`config.mk`:
```
export PLATFORM = sky130hd
export DESIGN_NAME = fetch_unit
export DESIGN_NICKNAME = d
export VERILOG_FILES = /design/src/rtl/fetch_unit_pkg.sv /design/src/rtl/fetch_unit_fifo.sv /design/src/rtl/fetch_unit.sv
export SDC_FILE = /design/constraint.sdc
export NUM_CORES = 1
export LEC_CHECK = 0
export BUFFER_PORTS_ARGS = -buffer_cell sky130_fd_sc_hd__buf_2
export CAP_MARGIN = 15
export CELL_PAD_IN_SITES_DETAIL_PLACEMENT = 1
export CELL_PAD_IN_SITES_GLOBAL_PLACEMENT = 2
export CORE_MARGIN = 3
export CORE_UTILIZATION = 25
export DETAILED_ROUTE_END_ITERATION = 7
export PLACE_DENSITY_LB_ADDON = 0.3
export SLEW_MARGIN = 15
export SYNTH_ARGS = -nofsm -noshare
export SYNTH_HDL_FRONTEND = slang
export SYNTH_SLANG_ARGS = --single-unit
```
`constraint.sdc`:
```
create_clock -name clk -period 2.69 [get_ports clk]
set_input_delay 0.269 -clock clk [delete_from_list [all_inputs] [get_ports clk]]
set_output_delay 0.269 -clock clk [all_outputs]
set_load 0.01 [all_outputs]
```
`src/rtl/fetch_unit_pkg.sv`:
```
// Shared constants for the instruction fetch unit: reset vector, FSM encodings, FIFO entry layout.
package fetch_unit_pkg;

  localparam logic [15:0] FETCH_RESET_VEC = 16'hFFFC;
  localparam int          FETCH_ENTRY_SZ  = 24;

  localparam logic [1:0] ST_VEC_LO   = 2'd0;
  localparam logic [1:0] ST_VEC_HI   = 2'd1;
  localparam logic [1:0] ST_VEC_LOAD = 2'd2;
  localparam logic [1:0] ST_RUN      = 2'd3;

  // Entry layout is {byte, pc}.
  function automatic logic [FETCH_ENTRY_SZ-1:0] pack_entry(input logic [7:0] b,
                                                           input logic [15:0] pc);
    return {b, pc};
  endfunction

endpackage

```
`src/rtl/fetch_unit_fifo.sv`:
```
// Small synchronous FIFO with a registered head so the output holds its last value when empty.
module fetch_fifo
  import fetch_unit_pkg::*;
#(
  parameter int DEPTH = 4
) (
  input  logic                      clk,
  input  logic                      rst_n,
  input  logic                      push_i,
  input  logic [FETCH_ENTRY_SZ-1:0] push_data_i,
  input  logic                      pop_i,
  input  logic                      flush_i,
  output logic [FETCH_ENTRY_SZ-1:0] head_data_o,
  output logic [$clog2(DEPTH):0]    count_o,
  output logic                      empty_o
);

  localparam int AW = $clog2(DEPTH);
  localparam int CW = AW + 1;

  logic [FETCH_ENTRY_SZ-1:0] mem_q [DEPTH];
  logic [AW-1:0]             rd_ptr_q, wr_ptr_q, rd_next;
  logic [CW-1:0]             count_q;
  logic [FETCH_ENTRY_SZ-1:0] head_q, head_d;

  assign rd_next = rd_ptr_q + 1'b1;

  // The head register tracks whatever entry will sit at rd_ptr after this edge.
  always_comb begin
    head_d = head_q;
    if (pop_i) begin
      if (count_q > CW'(1)) head_d = mem_q[rd_next];
      else if (push_i)      head_d = push_data_i;
    end else if (push_i && (count_q == '0)) begin
      head_d = push_data_i;
    end
  end

  always_ff @(posedge clk) begin
    if (push_i && !flush_i) mem_q[wr_ptr_q] <= push_data_i;
  end

  always_ff @(posedge clk or negedge rst_n) begin
    if (!rst_n) begin
      rd_ptr_q <= '0;
      wr_ptr_q <= '0;
      count_q  <= '0;
      head_q   <= '0;
    end else if (flush_i) begin
      rd_ptr_q <= '0;
      wr_ptr_q <= '0;
      count_q  <= '0;
    end else begin
      if (push_i) wr_ptr_q <= wr_ptr_q + 1'b1;
      if (pop_i)  rd_ptr_q <= rd_next;
      case ({push_i, pop_i})
        2'b10:   count_q <= count_q + 1'b1;
        2'b01:   count_q <= count_q - 1'b1;
        default: count_q <= count_q;
      endcase
      head_q <= head_d;
    end
  end

  assign head_data_o = head_q;
  assign count_o     = count_q;
  assign empty_o     = (count_q == '0);

endmodule

```
`src/rtl/fetch_unit.sv`:
```
// Instruction fetch: loads the reset vector, then streams sequential bytes from synchronous memory
// through a small FIFO, restarting on redirect.
module fetch_unit
  import fetch_unit_pkg::*;
#(
  parameter int          DEPTH     = 4,
  parameter logic [15:0] RESET_VEC = FETCH_RESET_VEC
) (
  input  logic        clk,
  input  logic        rst,
  output logic [15:0] addr_i,
  input  logic [7:0]  din_i,
  input  logic        redirect,
  input  logic [15:0] redirect_pc,
  output logic [7:0]  instr,
  output logic [15:0] instr_pc,
  output logic        instr_valid,
  input  logic        instr_ready
);

  localparam int          CW      = $clog2(DEPTH) + 1;
  localparam logic [CW:0] DEPTH_C = (CW+1)'(DEPTH);

  logic [1:0]                state_q, state_d;
  logic [7:0]                vec_lo_q;
  logic [15:0]               fetch_pc_q, fetch_pc_d;
  logic                      inflight_q;
  logic [15:0]               inflight_pc_q;
  logic                      run, issue, push, pop, flush, fifo_empty;
  logic [CW-1:0]             fifo_count;
  logic [FETCH_ENTRY_SZ-1:0] head;

  assign run = (state_q == ST_RUN);
  // Each in-flight byte already owns a FIFO slot, so the FIFO can never overflow.
  assign issue = run && !redirect &&
                 (({1'b0, fifo_count} + {{CW{1'b0}}, inflight_q}) < DEPTH_C);
  assign push  = inflight_q && !redirect;
  assign pop   = instr_valid && instr_ready && !redirect;
  assign flush = run && redirect;

  always_comb begin
    state_d    = state_q;
    fetch_pc_d = fetch_pc_q;
    addr_i     = RESET_VEC;
    case (state_q)
      ST_VEC_LO: state_d = ST_VEC_HI;
      ST_VEC_HI: begin
        addr_i  = RESET_VEC + 16'd1;
        state_d = ST_VEC_LOAD;
      end
      ST_VEC_LOAD: begin
        addr_i     = RESET_VEC + 16'd1;
        fetch_pc_d = {din_i, vec_lo_q};
        state_d    = ST_RUN;
      end
      ST_RUN: begin
        addr_i = fetch_pc_q;
        if (redirect)   fetch_pc_d = redirect_pc;
        else if (issue) fetch_pc_d = fetch_pc_q + 16'd1;
      end
      default: state_d = ST_VEC_LO;
    endcase
  end

  always_ff @(posedge clk or negedge rst) begin
    if (!rst) begin
      state_q       <= ST_VEC_LO;
      vec_lo_q      <= '0;
      fetch_pc_q    <= '0;
      inflight_q    <= 1'b0;
      inflight_pc_q <= '0;
    end else begin
      state_q    <= state_d;
      fetch_pc_q <= fetch_pc_d;
      inflight_q <= issue;
      if (state_q == ST_VEC_HI) vec_lo_q <= din_i;
      if (issue) inflight_pc_q <= fetch_pc_q;
    end
  end

  fetch_fifo #(.DEPTH(DEPTH)) u_fifo (
    .clk        (clk),
    .rst_n      (rst),
    .push_i     (push),
    .push_data_i(pack_entry(din_i, inflight_pc_q)),
    .pop_i      (pop),
    .flush_i    (flush),
    .head_data_o(head),
    .count_o    (fifo_count),
    .empty_o    (fifo_empty)
  );

  assign instr       = head[23:16];
  assign instr_pc    = head[15:0];
  assign instr_valid = !fifo_empty;

endmodule

```
### Word-level counts from Yosys, hierarchy flattened

Memory sizes are Yosys's and may differ from the RTL's.
Index checks and enable logic that the tools add are counted.

* output and inout port bits: 41
* register bits after elaboration: 74
* memory bits (writable): 96
* memories kept: 1
* input port bits: 28

Memories
* u_fifo.mem_q: words 4, width 24, rd ports 1, clocked after memory_dff 0, wr ports 1, RTL line fetch_unit_fifo.sv:21 `logic [FETCH_ENTRY_SZ-1:0] mem_q [DEPTH];`

* reduce and logical (&&, ||, !) cells: 22
* mux-type cells: 17
* bitwise operators: 1
* add/sub/neg operators: 6
* $lt $le $gt $ge: 2
* eq/ne operators: 7

Operators by type and width (count)
* $mux 24: 4
* $pmux 16 s2: 2
* $mux 16: 2
* $add 16x1->16 const B: 1
* $logic_and 1x1->1: 8
* $mux 2: 4
* $reduce_bool 2->1: 4
* $eq 2x2->1 const B: 3
* $ne 3x2->1 const B: 2
* $pmux 2 s3: 1
* $pmux 3 s2: 1
* $reduce_bool 3->1: 2
* $add 2x1->2 const B: 2
* $add 3x1->4: 1
* $eq 2x1->1 const B: 2
* $lt 4x3->1 const B: 1
* $add 3x1->3 const B: 1
* $gt 3x1->1 const B: 1
* $logic_not 1->1: 3
* $logic_not 3->1: 1
* $mux 3: 1
* $reduce_and 3->1: 1
* $sub 3x1->3 const B: 1
* $logic_not 2->1: 1
* 4 further kinds: 5

### Depth between registers and ports, before layout

Gate-level depths: netlist of run 1.

* word-level depth: 7
* depth in mapped cells: 8
* mapped depth without buffers: 7

### By module

From an unflattened synthesis of run 1, not the netlist that was laid out.

* cell total of the unflattened synthesis: 530
* area total of the unflattened synthesis: 7651.1 µm²

By module, submodules not included
* fetch_fifo: instances 1, cells each 259, area each 5207.5 µm², seq. area each 3658.5 µm²
* fetch_unit: instances 1, cells each 271, area each 2443.6 µm², seq. area each 1076.0 µm²

### Worst setup path after synthesis of run 1

No wires, ideal clock.

* kind: register -> register
* start point: register u_fifo.count_q[1] (netlist: u_fifo.count_o[1])
* end point: register u_fifo.head_q[17] (netlist: u_fifo.head_data_o[17])
* path slack: 0.606 ns
* buffers on the path: 1
* period minus slack after synthesis: 2.084 ns
* library setup time: 0.125 ns
* cell stages (with the launch flop): 9
* arrival time: 1.959 ns
* cells stage by stage: dfrtp_1 inv_1 ha_1 nor2b_4 clkinv_2 o2111ai_4 buf_6 mux2_2 mux2_4

* cells in the longest elaborated chain, start to end: 6
* elaborated cells between the ends (all ways): 11

RTL lines
* start: declaration: RTL line fetch_unit_fifo.sv:23 `logic [CW-1:0] count_q;`
* start signal: assignment: RTL line fetch_unit_fifo.sv:57 `2'b10: count_q <= count_q + 1'b1;`
* start signal: assignment: RTL line fetch_unit_fifo.sv:58 `2'b01: count_q <= count_q - 1'b1;`
* start signal: assignment: RTL line fetch_unit_fifo.sv:59 `default: count_q <= count_q;`
* $logic_not 3->1 (*): RTL line fetch_unit_fifo.sv:67 `assign empty_o = (count_q == '0);`
* $logic_not 1->1 (*): RTL line fetch_unit.sv:95 `assign instr_valid = !fifo_empty;`
* named net instr_valid: RTL line fetch_unit.sv:17 `output logic instr_valid,`
* $logic_and 1x1->1 (*) (2 in a row): RTL line fetch_unit.sv:38 `assign pop = instr_valid && instr_ready && !redirect;`
* $ne 3x2->1 (no line) / $reduce_bool 2->1 (equally long branches)
* $reduce_and 3->1 (no line)
* end signal: assignment: RTL line fetch_unit_fifo.sv:48 `head_q <= '0;`
* end signal: assignment: RTL line fetch_unit_fifo.sv:61 `head_q <= head_d;`
* end: declaration: RTL line fetch_unit_fifo.sv:24 `logic [FETCH_ENTRY_SZ-1:0] head_q, head_d;`

Mark *: on every way through the listed nets, which the timed path passes. The rest lies on a longest branch.
A chain may end at the register's enable or synchronous reset.

### Worst setup path in the final report of run 1

* start point: register u_fifo.count_q[1] (netlist: u_fifo.count_o[1])
* end point: register u_fifo.head_q[4] (netlist: u_fifo.head_data_o[4])

* cells in the longest elaborated chain, start to end: 6
* elaborated cells between the ends (all ways): 11

RTL lines
* branches (longest 6 deep; another with $gt 3x1->1)

Several ways; the timed one is not identified.

==> results.sh, run 1 <==
export IMPL_synth_top_family_by_area="multiplexers"
export IMPL_synth_top_cell_by_area="edfxtp_1"
export IMPL_fp_dieH_um=182
export IMPL_cp_max_fo=24
export IMPL_drcViolationCount=0
export IMPL_wl_met2_mm=9.99
export IMPL_grt_max_degree=75
export IMPL_gp_congestion=0.757
export IMPL_cts_tree="yes"
export IMPL_min_delay_path_class="input port to flip-flop"
export IMPL_ir_drop_mv=0.361
export IMPL_synth_mux_area_share_pct=16.6
export IMPL_synth_compound_area_share_pct=7.63
export IMPL_top_layer_used="met4"
export IMPL_arrival_ns=2.62
export IMPL_slowest_stage="dfrtp_1"
export IMPL_yosysWarnings=0
export IMPL_skew_ns=0.0166
export IMPL_n_antenna_cell=0
export IMPL_fin_crit_sh_pct=85.9
export IMPL_drtAntennaViolNets=0
export IMPL_synthAdderAreaFrac_pct=2.10
export IMPL_num_vias=4897
export IMPL_cts_setup_buffers=0
export IMPL_slew_headroom_pct=60.7
export IMPL_critPathMaxStageDelay_ns=0.46
export IMPL_syn_inst=551
export IMPL_crit_path_end_kind="flip-flop"
export IMPL_status="finished, final reports clean"
export IMPL_clk_pin_slew_ns=0.07
export IMPL_area_delta_synth_final_pct=18.8
export IMPL_worstPathCellList="inv_1, ha_1, nor2b_4, clkinv_2, o2111ai_4, buf_12, mux2_2, mux2_4"
export IMPL_netlist_area_leader_share_pct=37.1
export IMPL_max_freq_ghz=0.433
export IMPL_startpoint_type="flip-flop"
export IMPL_drt_iter0_drc=296
export IMPL_cts_buffers=17
export IMPL_antenna_found_initial=0
export IMPL_hpwlAfterDp_mm=14.1
export IMPL_clockBufferDepth=2
export IMPL_synthSimpleGateAreaFrac_pct=9.19
export IMPL_m1WireLength_mm=10.1
export IMPL_dr_wl_met3_um=571
export IMPL_dieArea_um2=33200
export IMPL_total_leakage_power_nw=3.65
export IMPL_firstDrtPassIters=7
export IMPL_crit_type="flip-flop to flip-flop"
export IMPL_tightest_slew_ns=0.589
export IMPL_synth_distinct_cells=62
export IMPL_start_util_pct=25.8
export IMPL_fin_crit_ns=2.31
export IMPL_coreArea_um2=30100
export IMPL_wl_mm=20.9
export IMPL_avgSynthCellArea_um2=14.1
export IMPL_clock_sinks=170
export IMPL_numPortBuffers=68
export IMPL_final_cell_mix="edfxtp_1 (96), nand2_1 (80), dfrtp_1 (74)"
export IMPL_io_pins=69
export IMPL_die_w_um=182
export IMPL_nNetsFinal=670
export IMPL_grt_pass1_wl_mm=32.8
export IMPL_synth_seq_area_share_pct=61.0
export IMPL_cts_resized=0
export IMPL_cp_required_ns=3.00
export IMPL_drive_gt1_share_pct=32.7
export IMPL_gr_total_overflow=0
export IMPL_max_cap_violations=0
export IMPL_setup_viol=0
export IMPL_clk_latency_ns=0.43
export IMPL_ys_top_cells_by_area="edfxtp_1 (37%), dfrtp_1 (24%), mux4_2 (6.7%)"
export IMPL_hold_ws_ns=0.147
export IMPL_netlist_area_um2=7760
export IMPL_ys_async_sr_fraction_pct=43.5
export IMPL_grt_pass1_vias=5451
export IMPL_tns_ns=0
export IMPL_final_hold_viol_count=0
export IMPL_final_common_cell="edfxtp_1"
export IMPL_cts_max_level=4
export IMPL_yosys_area_share_xor_xnor_pct=0.226
export IMPL_grt_usage_pct=12.8
export IMPL_cts_root_buffer="clkbuf_16"
export IMPL_synth_edf_count=96
export IMPL_wl_per_cell_um=20.2
export IMPL_ys_flop_type="edfxtp_1"
export IMPL_rows=63
export IMPL_powerDensity_nw_per_um2=905
export IMPL_synth_seq_cells=170
export IMPL_synth_fp_nets=592
export IMPL_slew_violations=0
export IMPL_vias_per_cell=4.75
export IMPL_rsz0062_at_grt="false"
[final timing paths]
check	startpoint	slack [ns]	cells after the start	to
min	din_i[7]	0.15	1	u_fifo.mem_q[1][23]$_DFFE_PP_
min in group asynchronous	rst	0.38	3	vec_lo_q[0]$_DFFE_PN0N_
min reg2reg	u_fifo.head_data_o[19]$_DFFE_PN0P_	0.51	1	u_fifo.head_data_o[19]$_DFFE_PN0P_
max reg2reg	u_fifo.count_o[1]$_DFFE_PN0P_	0.38	8	u_fifo.head_data_o[4]$_DFFE_PN0P_
max	u_fifo.count_o[1]$_DFFE_PN0P_	0.38	8	u_fifo.head_data_o[4]$_DFFE_PN0P_
max in group asynchronous	rst	1.91	3	inflight_pc_q[15]$_DFFE_PN0P_
[worst max-delay path, delay by kind of cell, from the launching register on]
kind | cells | cell delay (ns)
DFF | 1 | 0.46
adders and majority gates | 1 | 0.20
and+or+nand+nor | 1 | 0.24
buffers and inverters | 3 | 0.53
muxes | 2 | 0.61
AOI/OAI and AO/OA | 1 | 0.13
[per-layer routing]
layer | up-vias | track usage, %
met5 | - | 0
met4 | 0 | 3.05
met3 | 16 | 2.57
met2 | 81 | 20.6
met1 | 2570 | 17.8
li1 | 2230 | -
[repair_timing]
| item | in CTS | in global routing |
|---|---|---|
| setup endpoints to repair | 0 | 0 |
| endpoints found under the hold margin | 74 | 0 |
| hold buffers | 1 | 0 |
[state kept, by name, summed over array words and instances, names as in the netlist, 2 cells and up]
register and cells:
state_q 2, inflight_pc_q 16, u_fifo.mem_q 96, u_fifo.count_o 3, u_fifo.rd_ptr_q 2, u_fifo.wr_ptr_q 2, fetch_pc_q 16, vec_lo_q 8
u_fifo.head_data_o 24
[cell type report]
type                            count  area (µm²)
Fill cell                        3262       20900
Clock buffer                       19         453
Clock inverter                     13         148
Inverter                           15        57.6
Sequential cell                   170        4730
Timing Repair Buffer               92         563
Multi-Input combinational cell    333        2780
Tap cell                          390         488
[cell usage after synthesis, drive strengths merged (4+ instances only)]
master,count
edfxtp,96
nand2,80
dfrtp,74
mux2,57
o21ai,28
mux4,24
nor2,19
buf,18
clkbuf,15
ha,13
inv,13
a21oi,10
and2,8
and4,7
nand3,7
a221oi,6
nand4,5
nor4,5
a22oi,4
a31oi,4
nand2b,4
nand3b,4
nor2b,4
o22ai,4
[where the power goes]
part / leakage (nW) / total [W] / switching [W] / internal [W]
Sequential: 1.78 / 0.00381 / 0.000459 / 0.00335
Clock: 0.292 / 0.00245 / 0.00115 / 0.00130
Combinational: 1.58 / 0.00208 / 0.00107 / 0.00101
Total: 3.65 / 0.00834 / 0.00268 / 0.00566
[cell families after synthesis]
kind of cell             count (synthesis)
AO/OA/AOI/OAI                           84
XOR/XNOR                                 2
adder cells (fa/ha/maj)                 13
buffers and inverters                   48
flip-flops                             170
multiplexers                            84
AND/OR/NAND/NOR                        150
[stage by stage]
stage               std cells  instance area, µm²  setup slack, ns  util, %  total power, W
floorplan                 551                7760            0.606        -         0.00510
global placement          999                8610            0.506     28.6         0.00590
detailed placement        999                8610            0.397     28.6         0.00600
CTS                      1032                9220            0.382     30.6         0.00849
global route             1032                9220            0.259     30.6         0.00884
finish                   1032                9220            0.380     30.6         0.00834
(Power assumes the default switching activity.)
==> inputs of run 2 (changes only) <==
--- a/config.mk
+++ b/config.mk
@@ -10,7 +10,7 @@
 export CELL_PAD_IN_SITES_DETAIL_PLACEMENT = 1
 export CELL_PAD_IN_SITES_GLOBAL_PLACEMENT = 2
 export CORE_MARGIN = 3
-export CORE_UTILIZATION = 25
+export CORE_UTILIZATION = 30
 export DETAILED_ROUTE_END_ITERATION = 7
 export PLACE_DENSITY_LB_ADDON = 0.3
 export SLEW_MARGIN = 15
==> results.sh, run 2 (same netlist as run 1, synthesis figures left out) <==
export IMPL_drtAntennaViolNets=0
export IMPL_hold_path_depth=1
export IMPL_num_vias=4900
export IMPL_gp_congestion=0.802
export IMPL_dieArea_um2=27800
export IMPL_vias_per_cell=5.05
export IMPL_fin_crit_ns=2.42
export IMPL_cts_setup_buffers=0
export IMPL_fillCellCount=2663
export IMPL_multi_input_area_um2=2800
export IMPL_antenna_found_initial=0
export IMPL_coreArea_um2=25300
export IMPL_final_hold_viol_count=0
export IMPL_die_w_um=167
export IMPL_slew_headroom_pct=53.7
export IMPL_cts_root_buffer="clkbuf_16"
export IMPL_max_cap_violations=0
export IMPL_drive_gt1_share_pct=32.3
export IMPL_tns_ns=0
export IMPL_final_cell_mix="edfxtp_1 (96), nand2_1 (80), dfrtp_1 (74)"
export IMPL_placedCellCount=936
export IMPL_numPortBuffers=68
export IMPL_rsz0062_at_grt="false"
export IMPL_largest_reg_flops=96
export IMPL_start_util_pct=30.6
export IMPL_slowest_stage="mux2_1"
export IMPL_fin_cells=970
export IMPL_cts_buffers=17
export IMPL_slew_violations=0
export IMPL_clk_latency_ns=0.43
export IMPL_worstPathCellList="inv_1, ha_1, o21ba_2, o2111ai_4, mux2_1, mux2_2"
export IMPL_wl_mm=21.0
export IMPL_setup_viol=0
export IMPL_min_delay_path_class="input port to flip-flop"
export IMPL_startpoint_type="flip-flop"
export IMPL_firstDrtPassIters=4
export IMPL_clock_sinks=170
export IMPL_cts_tree="yes"
export IMPL_hold_ws_ns=0.132
export IMPL_cp_max_fo=12
export IMPL_wl_per_cell_um=21.6
export IMPL_grt_pass1_wl_mm=32.3
export IMPL_fin_crit_sh_pct=89.8
export IMPL_grt_pass1_vias=5356
export IMPL_clockBufferDepth=2
export IMPL_min_from="din_i[3]"
export IMPL_max_freq_ghz=0.414
export IMPL_grt_usage_pct=15.1
export IMPL_timing_rr_start="u_fifo.count_o[1]$_DFFE_PN0P_"
export IMPL_drcViolationCount=0
export IMPL_reg2reg_setup_slack_ns=0.27
export IMPL_gr_total_overflow=0
export IMPL_total_leakage_power_nw=3.61
export IMPL_grt_max_degree=45
export IMPL_arrival_ns=2.72
export IMPL_nNetsFinal=668
export IMPL_setup_slack_ns=0.274
export IMPL_drt_iter0_drc=293
export IMPL_regArea_um2=4730
export IMPL_regMostFlops="u_fifo.mem_q"
export IMPL_critPathMaxStageDelay_ns=0.46
export IMPL_clk_pin_slew_ns=0.07
export IMPL_final_common_cell="edfxtp_1"
export IMPL_fp_dieH_um=167
export IMPL_crit_path_end_kind="flip-flop"
export IMPL_area_delta_synth_final_pct=17.6
export IMPL_crit_type="flip-flop to flip-flop"
export IMPL_hpwlAfterDp_mm=13.6
export IMPL_hold_end="u_fifo.mem_q[1][19]$_DFFE_PP_"
export IMPL_ir_drop_mv=0.361
export IMPL_reg2reg_depth=6
export IMPL_n_antenna_cell=0
export IMPL_dpl_worst_slack_ns=0.0625
export IMPL_tightest_slew_ns=0.695
export IMPL_rr_endpoint="u_fifo.head_data_o[16]$_DFFE_PN0P_"
export IMPL_skew_ns=0.00949
export IMPL_cp_required_ns=3.00
export IMPL_powerDensity_nw_per_um2=919
export IMPL_status="finished, final reports clean"
export IMPL_cts_max_level=4
export IMPL_rows=58
export IMPL_io_pins=69
run 2: layout make-up:
cell class / count / area share (%)
inverters: 15 / 0.631
repair buffers: 89 / 5.79
clock buffers: 17 / 4.66
well taps: 330 / 4.52
flip-flops and latches: 170 / 51.9
multi-input cells: 334 / 30.7
clock inverters: 15 / 1.80
run 2: critical path: cells and delay by family (launching register included):
family / cells / cell delay, ns
adders and majority gates: 1 / 0.20
buffers and inverters: 1 / 0.13
muxes: 2 / 0.74
AOI/OAI and AO/OA: 2 / 0.76
DFF: 1 / 0.45
run 2: how the worst max path moves through the flow:
stage | start | to | slack [ns]
finish | u_fifo.count_o[1]$_DFFE_PN0P_ | u_fifo.head_data_o[16]$_DFFE_PN0P_ | 0.27
global route | state_q[1]$_DFFE_PN0P_ | addr_i[5] | 0.11
CTS | u_fifo.count_o[1]$_DFFE_PN0P_ | u_fifo.head_data_o[23]$_DFFE_PN0P_ | 0.04
detailed placement | u_fifo.count_o[1]$_DFFE_PN0P_ | u_fifo.head_data_o[23]$_DFFE_PN0P_ | 0.06
global placement | u_fifo.count_o[1]$_DFFE_PN0P_ | u_fifo.head_data_o[18]$_DFFE_PN0P_ | 0.11
floorplan | u_fifo.count_o[1]$_DFFE_PN0P_ | u_fifo.head_data_o[17]$_DFFE_PN0P_ | 0.61
run 2: what timing repair did:
item | 4_1_cts | 5_1_grt
gates resized for setup | 0 | 1
hold buffers | 1 | 0
endpoints found under the setup margin | 0 | 24
endpoints found under the hold margin | 43 | 0
run 2: per-stage QoR:
step | cell area (µm²) | utilization [%] | total power, W
after detailed placement | 8500 | 33.6 | 0.00597
after CTS | 9100 | 35.9 | 0.00845
after floorplan | 7760 | - | 0.00510
after global placement | 8500 | 33.6 | 0.00586
final | 9130 | 36.0 | 0.00839
after global routing | 9130 | 36.0 | 0.00887
run 2: where the power goes:
group / switching (W) / internal (W) / total (W)
clock: 0.00109 / 0.00138 / 0.00247
sequential: 0.000460 / 0.00335 / 0.00381
combinational: 0.00110 / 0.00100 / 0.00210
run 2: per-layer routing:
metal,GRT usage [%],routed length (µm),vias up
li1,-,-,2234
met1,20.5,9820,2541
met2,24.5,9940,104
met3,2.71,821,21
met4,5.13,392,0
met5,0,0,-
